File: config.mk
export PLATFORM = sky130hd
export DESIGN_NAME = issue_dispatch
export DESIGN_NICKNAME = d
export VERILOG_FILES = /design/src/rtl/issue_dispatch.sv
export SDC_FILE = /design/constraint.sdc
export NUM_CORES = 1
export LEC_CHECK = 0
export ABC_AREA = 0
export BUFFER_PORTS_ARGS = -buffer_cell sky130_fd_sc_hd__clkbuf_2
export CORE_AREA = 4 4 284 286
export CTS_BUF_LIST = sky130_fd_sc_hd__clkbuf_16
export CTS_CLUSTER_SIZE = 30
export DETAILED_ROUTE_END_ITERATION = 16
export DIE_AREA = 0 0 288 290
export GPL_ROUTABILITY_DRIVEN = 0
export PLACE_DENSITY = 0.42
export REMOVE_ABC_BUFFERS = 1
export SYNTH_ARGS = -nofsm -noshare
export SYNTH_HDL_FRONTEND = slang
export SYNTH_SLANG_ARGS = --single-unit
File: constraint.sdc
create_clock -name clk -period 3.1 [get_ports clk]
set_input_delay 0.31 -clock clk [delete_from_list [all_inputs] [get_ports clk]]
set_output_delay 0.31 -clock clk [all_outputs]
set_load 0.01 [all_outputs]
File: src/rtl/issue_dispatch.sv
// Dual in-order issue stage: picks 0/1/2 of the two oldest buffered instructions and merges regfile data.
// Latency: 1 cycle from issue decision to o_ex_*. o_usingNUM returns to the buffer combinationally.
// Backpressure: stall_DCache freezes EX regs and scoreboard and forces zero issue; flush_BR clears both.
package issue_pkg;
    typedef struct packed {
        logic [31:0] pc;
        logic [31:0] imm;
        logic [4:0]  inst_type;
        logic        rf_we;
        logic [4:0]  rf_rd;
        logic [4:0]  rf_raddr1;
        logic [4:0]  rf_raddr2;
        logic        mem_we;
        logic [31:0] rf_rdata1;
        logic [31:0] rf_rdata2;
    } pc_set_t;
endpackage

module issue_dispatch
    import issue_pkg::*;
#(
    parameter int         LOAD_LAT = 2,
    parameter logic [4:0] TYPE_MEM = 5'd3,
    parameter logic [4:0] TYPE_BR  = 5'd2,
    parameter logic [4:0] TYPE_MDV = 5'd4
) (
    input  logic        clk,
    input  logic        rst,
    input  pc_set_t     i_set_a,
    input  pc_set_t     i_set_b,
    input  logic [1:0]  i_is_valid,
    input  logic [31:0] i_a_rdata1,
    input  logic [31:0] i_a_rdata2,
    input  logic [31:0] i_b_rdata1,
    input  logic [31:0] i_b_rdata2,
    input  logic        flush_BR,
    input  logic        stall_DCache,
    output logic [1:0]  o_usingNUM,
    output pc_set_t     o_ex_set_a,
    output pc_set_t     o_ex_set_b,
    output logic [1:0]  o_ex_valid
);

    localparam int CW = (LOAD_LAT < 1) ? 1 : $clog2(LOAD_LAT + 1);

    logic [CW-1:0] cnt [32];
    logic [31:0]   busy;

    logic a_src_busy, b_src_busy;
    logic raw, waw, a_br, both_mem, both_mdv;
    logic issue_a, issue_b;
    logic ld_vld;
    logic [4:0] ld_rd;
    pc_set_t set_a_m, set_b_m;

    function automatic logic is_load(input pc_set_t s);
        return (s.inst_type == TYPE_MEM) && !s.mem_we && s.rf_we && (s.rf_rd != 5'd0);
    endfunction

    // r0 is hardwired, so it never reports busy; unused (zero) read addresses are therefore harmless.
    always_comb begin
        busy = '0;
        for (int r = 1; r < 32; r++) begin
            busy[r] = (cnt[r] != '0);
        end
    end

    always_comb begin
        a_src_busy = busy[i_set_a.rf_raddr1] | busy[i_set_a.rf_raddr2];
        b_src_busy = busy[i_set_b.rf_raddr1] | busy[i_set_b.rf_raddr2];
        raw        = i_set_a.rf_we && (i_set_a.rf_rd != 5'd0) &&
                     ((i_set_b.rf_raddr1 == i_set_a.rf_rd) || (i_set_b.rf_raddr2 == i_set_a.rf_rd));
        waw        = i_set_a.rf_we && i_set_b.rf_we && (i_set_a.rf_rd == i_set_b.rf_rd) &&
                     (i_set_a.rf_rd != 5'd0);
        a_br       = (i_set_a.inst_type == TYPE_BR);
        both_mem   = (i_set_a.inst_type == TYPE_MEM) && (i_set_b.inst_type == TYPE_MEM);
        both_mdv   = (i_set_a.inst_type == TYPE_MDV) && (i_set_b.inst_type == TYPE_MDV);

        issue_a = i_is_valid[1] && !flush_BR && !stall_DCache && !rst && !a_src_busy;
        issue_b = issue_a && i_is_valid[0] && !b_src_busy &&
                  !raw && !waw && !a_br && !both_mem && !both_mdv;

        o_usingNUM = issue_b ? 2'b10 : (issue_a ? 2'b01 : 2'b00);

        // Two mem ops never co-issue, so at most one load reaches the scoreboard per cycle.
        ld_vld = 1'b0;
        ld_rd  = 5'd0;
        if (issue_a && is_load(i_set_a)) begin
            ld_vld = 1'b1;
            ld_rd  = i_set_a.rf_rd;
        end else if (issue_b && is_load(i_set_b)) begin
            ld_vld = 1'b1;
            ld_rd  = i_set_b.rf_rd;
        end

        set_a_m           = i_set_a;
        set_a_m.rf_rdata1 = i_a_rdata1;
        set_a_m.rf_rdata2 = i_a_rdata2;
        set_b_m           = i_set_b;
        set_b_m.rf_rdata1 = i_b_rdata1;
        set_b_m.rf_rdata2 = i_b_rdata2;
    end

    always_ff @(posedge clk) begin
        if (rst || flush_BR) begin
            for (int r = 0; r < 32; r++) begin
                cnt[r] <= '0;
            end
        end else if (!stall_DCache) begin
            for (int r = 0; r < 32; r++) begin
                if (cnt[r] != '0) begin
                    cnt[r] <= cnt[r] - CW'(1);
                end
            end
            if (ld_vld) begin
                cnt[ld_rd] <= CW'(LOAD_LAT);
            end
        end
    end

    // Non-issued slots load as bubbles; only the valid bits carry meaning.
    always_ff @(posedge clk) begin
        if (rst) begin
            o_ex_valid <= 2'b00;
            o_ex_set_a <= '0;
            o_ex_set_b <= '0;
        end else if (flush_BR) begin
            o_ex_valid <= 2'b00;
        end else if (!stall_DCache) begin
            o_ex_valid <= {issue_a, issue_b};
            o_ex_set_a <= set_a_m;
            o_ex_set_b <= set_b_m;
        end
    end

endmodule

Word-level counts from Yosys, hierarchy flattened
Memories as Yosys holds them, arrays and structs flattened.
Cells that the tools add are included.

word-level totals
  flip-flop bits (word level) = 302
  RAM bits = 64
  input bits = 434
  output and inout port bits = 304
  logic and storage cells = 358
  memories kept = 1

memories
  memory  words  width  read ports  clocked after Yosys merged registers in  write ports  RTL line  text
  cnt     32     2      32          0                                        33           46        logic [CW-1:0] cnt [32];

cells by class
  $add $sub $neg = 32
  magnitude comparators = 4
  equal/unequal tests = 8
  multiplexer cells = 180
  bitwise gates (word level) = 36
  reduce and logical (&&, ||, !) cells = 76

operators with widths
  kind                   number
  $mux W1                141
  $mux W2                33
  $reduce_bool A2 Y1     32
  $sub A2 B1 Y2 const B  32
  $or A1 B1 Y1           34
  $logic_and A1 B1 Y1    26
  $lt A5 B6 Y1 const B   4
  $bmux W1 S5            4
  $eq A5 B2 Y1 const B   3
  $eq A5 B5 Y1           3
  $logic_not A1 Y1       12
  $eq A5 B3 Y1 const B   2
  $mux W5                2
  $reduce_bool A5 Y1     2
  $logic_or A1 B1 Y1     2
  $not A1 Y1             2
  $reduce_and A2 Y1      1
  $reduce_or A2 Y1       1

Logic depth before layout (Yosys ltp)
An unclocked memory read counts as a cell.

  depth after elaboration = 21
  depth in mapped cells = 12

Worst setup path after synthesis
Ideal clock, no wire load.

  path type = register to register
  start point = memory cnt[31][0] in the netlist's numbering
  end point = memory cnt[28][1] in the netlist's numbering
  library setup time = 0.119 ns
  arrival time = 2.695 ns
  required time = 2.981 ns
  slack = 0.286 ns
  stages on the path, launching flop included = 13
  buffers on the path = 3
  cells stage by stage = dfxtp_1 > inv_1 > ha_1 > mux4_2 > mux4_2 > o22ai_4 > nor4_1 > and3_1 > buf_6 > buf_6 > buf_2 > a21oi_1 > a2bb2oi_2

RTL lines
  what         RTL line
  from (decl)  46

==> results.json <==
{
  "clk_latency_ns": 0.58,
  "arrival_ns": 2.85,
  "yosysUniqueCellTypes": 71,
  "critical-path-max-stage-delay_ns": 0.56,
  "synth_sequential_area_ratio_pct": 45.67,
  "clock_sinks": 364,
  "detail-route-antenna-nets": 0,
  "async_reset_ff_share_pct": 0,
  "ios": 738,
  "transition_time_at_the_pin_with_the_least_slew_margin_ns": 1.117,
  "critical-path-slowest-cell": "mux4_2",
  "finalCritPeriodShare_pct": 101.9,
  "fillerInstances": 8376,
  "start_util_pct": 20.36,
  "clkTransAtPathRegs_ns": 0.06,
  "drive_gt1_share_pct": 31.50,
  "synthAdderAreaFrac_pct": 2.431,
  "drt_first_pass_iters": 7,
  "cts_htree_levels": 2,
  "layout.nets": 3351,
  "overflow": 0,
  "routed_via_density": 4.412,
  "power_density_nw_per_um2": 453.3,
  "synth_area_per_cell_um2": 7.994,
  "regArea_um2": 7330,
  "synth_top_area_share_pct": 45.67,
  "cts_made_buffers": 46,
  "finalSetupViolations": 2,
  "slew_violations": 0,
  "synthXorXnorAreaFrac_pct": 2.525,
  "synth_simple_gate_area_share_pct": 20.58,
  "synth_commonest_cells": "nand2_1, dfxtp_1, a21oi_1, clkbuf_1, nor2_1",
  "report.final.hold_viol_count": 0,
  "timing.critical_path.from_type": "register",
  "tritoncts_clock_tree": "built",
  "gr-usage-all-layers_pct": 16.23,
  "largest_delay_share_family_worst_path": "multiplexers",
  "detailedPlacementHpwl_um": 52350,
  "unrepaired_setup_endpoints_after_global_routing": "yes",
  "finalCoreUtilization_pct": 32.20,
  "yosysWarningCount": 0,
  "final.min_clock_period_ns": 3.160,
  "syn-instance-count": 1996,
  "wl_per_cell_um": 18.28,
  "synth_compound_area_share_pct": 18.49,
  "required_time_at_the_worst_slack_endpoint_ns": 2.79,
  "ir_drop_worst_vdd_uv": 348.0,
  "power.leakage_nw": 10.37,
  "whs_ns": 0.05481,
  "num_vias": 17520,
  "fmax_mhz": 316.5,
  "rows": 103,
  "hold_class": "input pin to register",
  "drt-initial-drc-count": 884,
  "floorplan.core_area_um2": 78360,
  "end_kind": "output pin",
  "timing.max_cap.violations": 0,
  "combinational_family_with_the_most_area_after_synthesis": "simple AND/OR/NAND/NOR gates",
  "die_w_um": 288,
  "synth.ff_latch_count": 364,
  "synth_edf_count": 0,
  "grt_first_pass_wirelength_um": 106200,
  "floorplan.die_area_um2": 83520,
  "worstSetupPathType": "register to output pin",
  "number_of_global_route_vias_before_repair": 17320,
  "violations": "setup timing",
  "clock_tree.root_cell": "clkbuf_16",
  "relative_slew_slack_pct": 25.55,
  "grt_max_degree": 186,
  "drcViolationCount": 0,
  "synth_top_cells_by_area": "dfxtp_1, nand2_1, a21oi_1, clkbuf_1, mux4_2",
  "number_of_buffer_cells_added_on_primary_ports": 609,
  "floorplan.die.height_um": 290,
  "critical_path.cell_chain": "inv_1 > ha_4 > mux4_2 > mux4_2 > o22ai_4 > buf_6 > or3_4 > nor2b_4 > buf_6",
  "yosysMostFrequentCell": "nand2_1",
  "tns_ns": -0.1019,
  "critical_path.n_buffers_inverters": 3,
  "multi_input_comb_area_um2": 8092,
  "ys_dominant_reg_cell": "dfxtp_1",
  "synth.cell_area_um2": 15960,
  "synth.mux.area_fraction_pct": 4.666,
  "max-clock-path-buffers": 3,
  "library_cell_occupying_the_most_area_in_the_post_synthesis_netlist": "dfxtp_1",
  "status": "finished with violations",
  "final_routed_wirelength_um": 72590,
  "final.setup.worst_slack_ns": -0.05973,
  "clock_skew_ns": 0.01267,
  "initial_antenna_violation_count": 5,
  "worstPathMaxFanout": 5,
  "area_grow_syn2layout_pct": 58.11
}
[per-stage QoR]
stage,instances,instance area [um^2],power [mW],setup WS [ns]
after floorplan,1845,15310,5.576,-6.660
after global placement,3582,20390,6.286,0.01707
after detailed placement,3582,20390,6.303,-0.005660
after CTS,3954,24890,11.64,-0.1612
after global routing,3969,25220,11.97,-0.1290
final,3972,25230,11.44,-0.05973
[power breakdown]
group          switching, mW  internal, mW
Combinational          0.858         0.706
Sequential            0.0915          4.86
Clock                   2.14          2.78
Total                   3.09          8.34
[cell usage in the layout, fill, tap and decap left out, types with 10 or more instances in the layout]
master / netlist / routed
buf_4: 2 / 80
mux2i_1: 26 / 26
a21oi_1: 322 / 322
buf_12: 0 / 10
inv_1: 69 / 58
clkbuf_16: 0 / 46
clkbuf_2: 0 / 606
mux4_2: 21 / 21
dlygate4sd3_1: 0 / 274
a22o_1: 10 / 10
buf_6: 7 / 21
dfxtp_2: 0 / 34
dfxtp_1: 364 / 330
o21ai_0: 14 / 13
xnor2_1: 36 / 36
ha_4: 0 / 18
a31oi_1: 16 / 16
o2bb2ai_1: 19 / 19
a211oi_1: 33 / 32
xor2_1: 10 / 10
nand2_1: 620 / 620
inv_2: 0 / 26
a2bb2oi_1: 27 / 27
nor2_1: 102 / 99
[worst paths after layout]
check / slack [ns] / endpoint / cells past startpoint / from
worst max register to register: 0.03 / cnt[11][0] / 14 / cnt[30][0]
worst max-delay path: -0.06 / o_usingNUM[1] / 9 / cnt[30][0]
worst min-delay path: 0.05 / o_ex_set_b[74] / 3 / i_set_b[74]
worst min register to register: 0.45 / o_ex_set_a[100] / 2 / o_ex_set_a[100]
[cell type report]
class | instances | share of cell area, %
Antenna cell | 5 | 0.04960
Tap cell | 1050 | 5.208
Timing Repair Buffer | 993 | 27.19
Clock buffer | 46 | 4.563
Sequential cell | 364 | 29.05
Inverter | 69 | 1.027
Multi-Input combinational cell | 1412 | 32.08
Clock inverter | 33 | 0.8283
[state kept, by name, summed over array words and instances, names as in the netlist]
name	cells
o_ex_valid	2
o_ex_set_a	150
cnt	62
o_ex_set_b	150
[tightest hold or removal path, delay by kind of cell]
family / cells / cell delay, ns
and+or+nand+nor: 1 / 0.07
AOI/OAI and AO/OA: 1 / 0.05
buffers and inverters: 1 / 0.14
[repair_timing]
action	4_1_cts	5_1_grt
setup endpoints to repair	9	40
hold buffers	274	0
buffers inserted	18	13
resized for setup	78	67
cloned	1	0
pin swaps	11	25
hold endpoints to repair	276	0
[layer usage]
layer / share of wire (%) / GRT usage, % / wire, um
met5: 0.015 / 0 / 11
met3: 6.2 / 3.527 / 4515
met2: 49 / 28.51 / 35220
met1: 42 / 19.68 / 30380
met4: 3.4 / 5.027 / 2465
[logic make-up after synthesis]
group / count (synthesis)
flip-flops: 364
adder cells (fa/ha/maj): 31
buffers and inverters: 220
AND/OR/NAND/NOR: 803
multiplexers: 48
AO/OA/AOI/OAI: 484
XOR/XNOR: 46
Power figures use the tool's default switching activity.
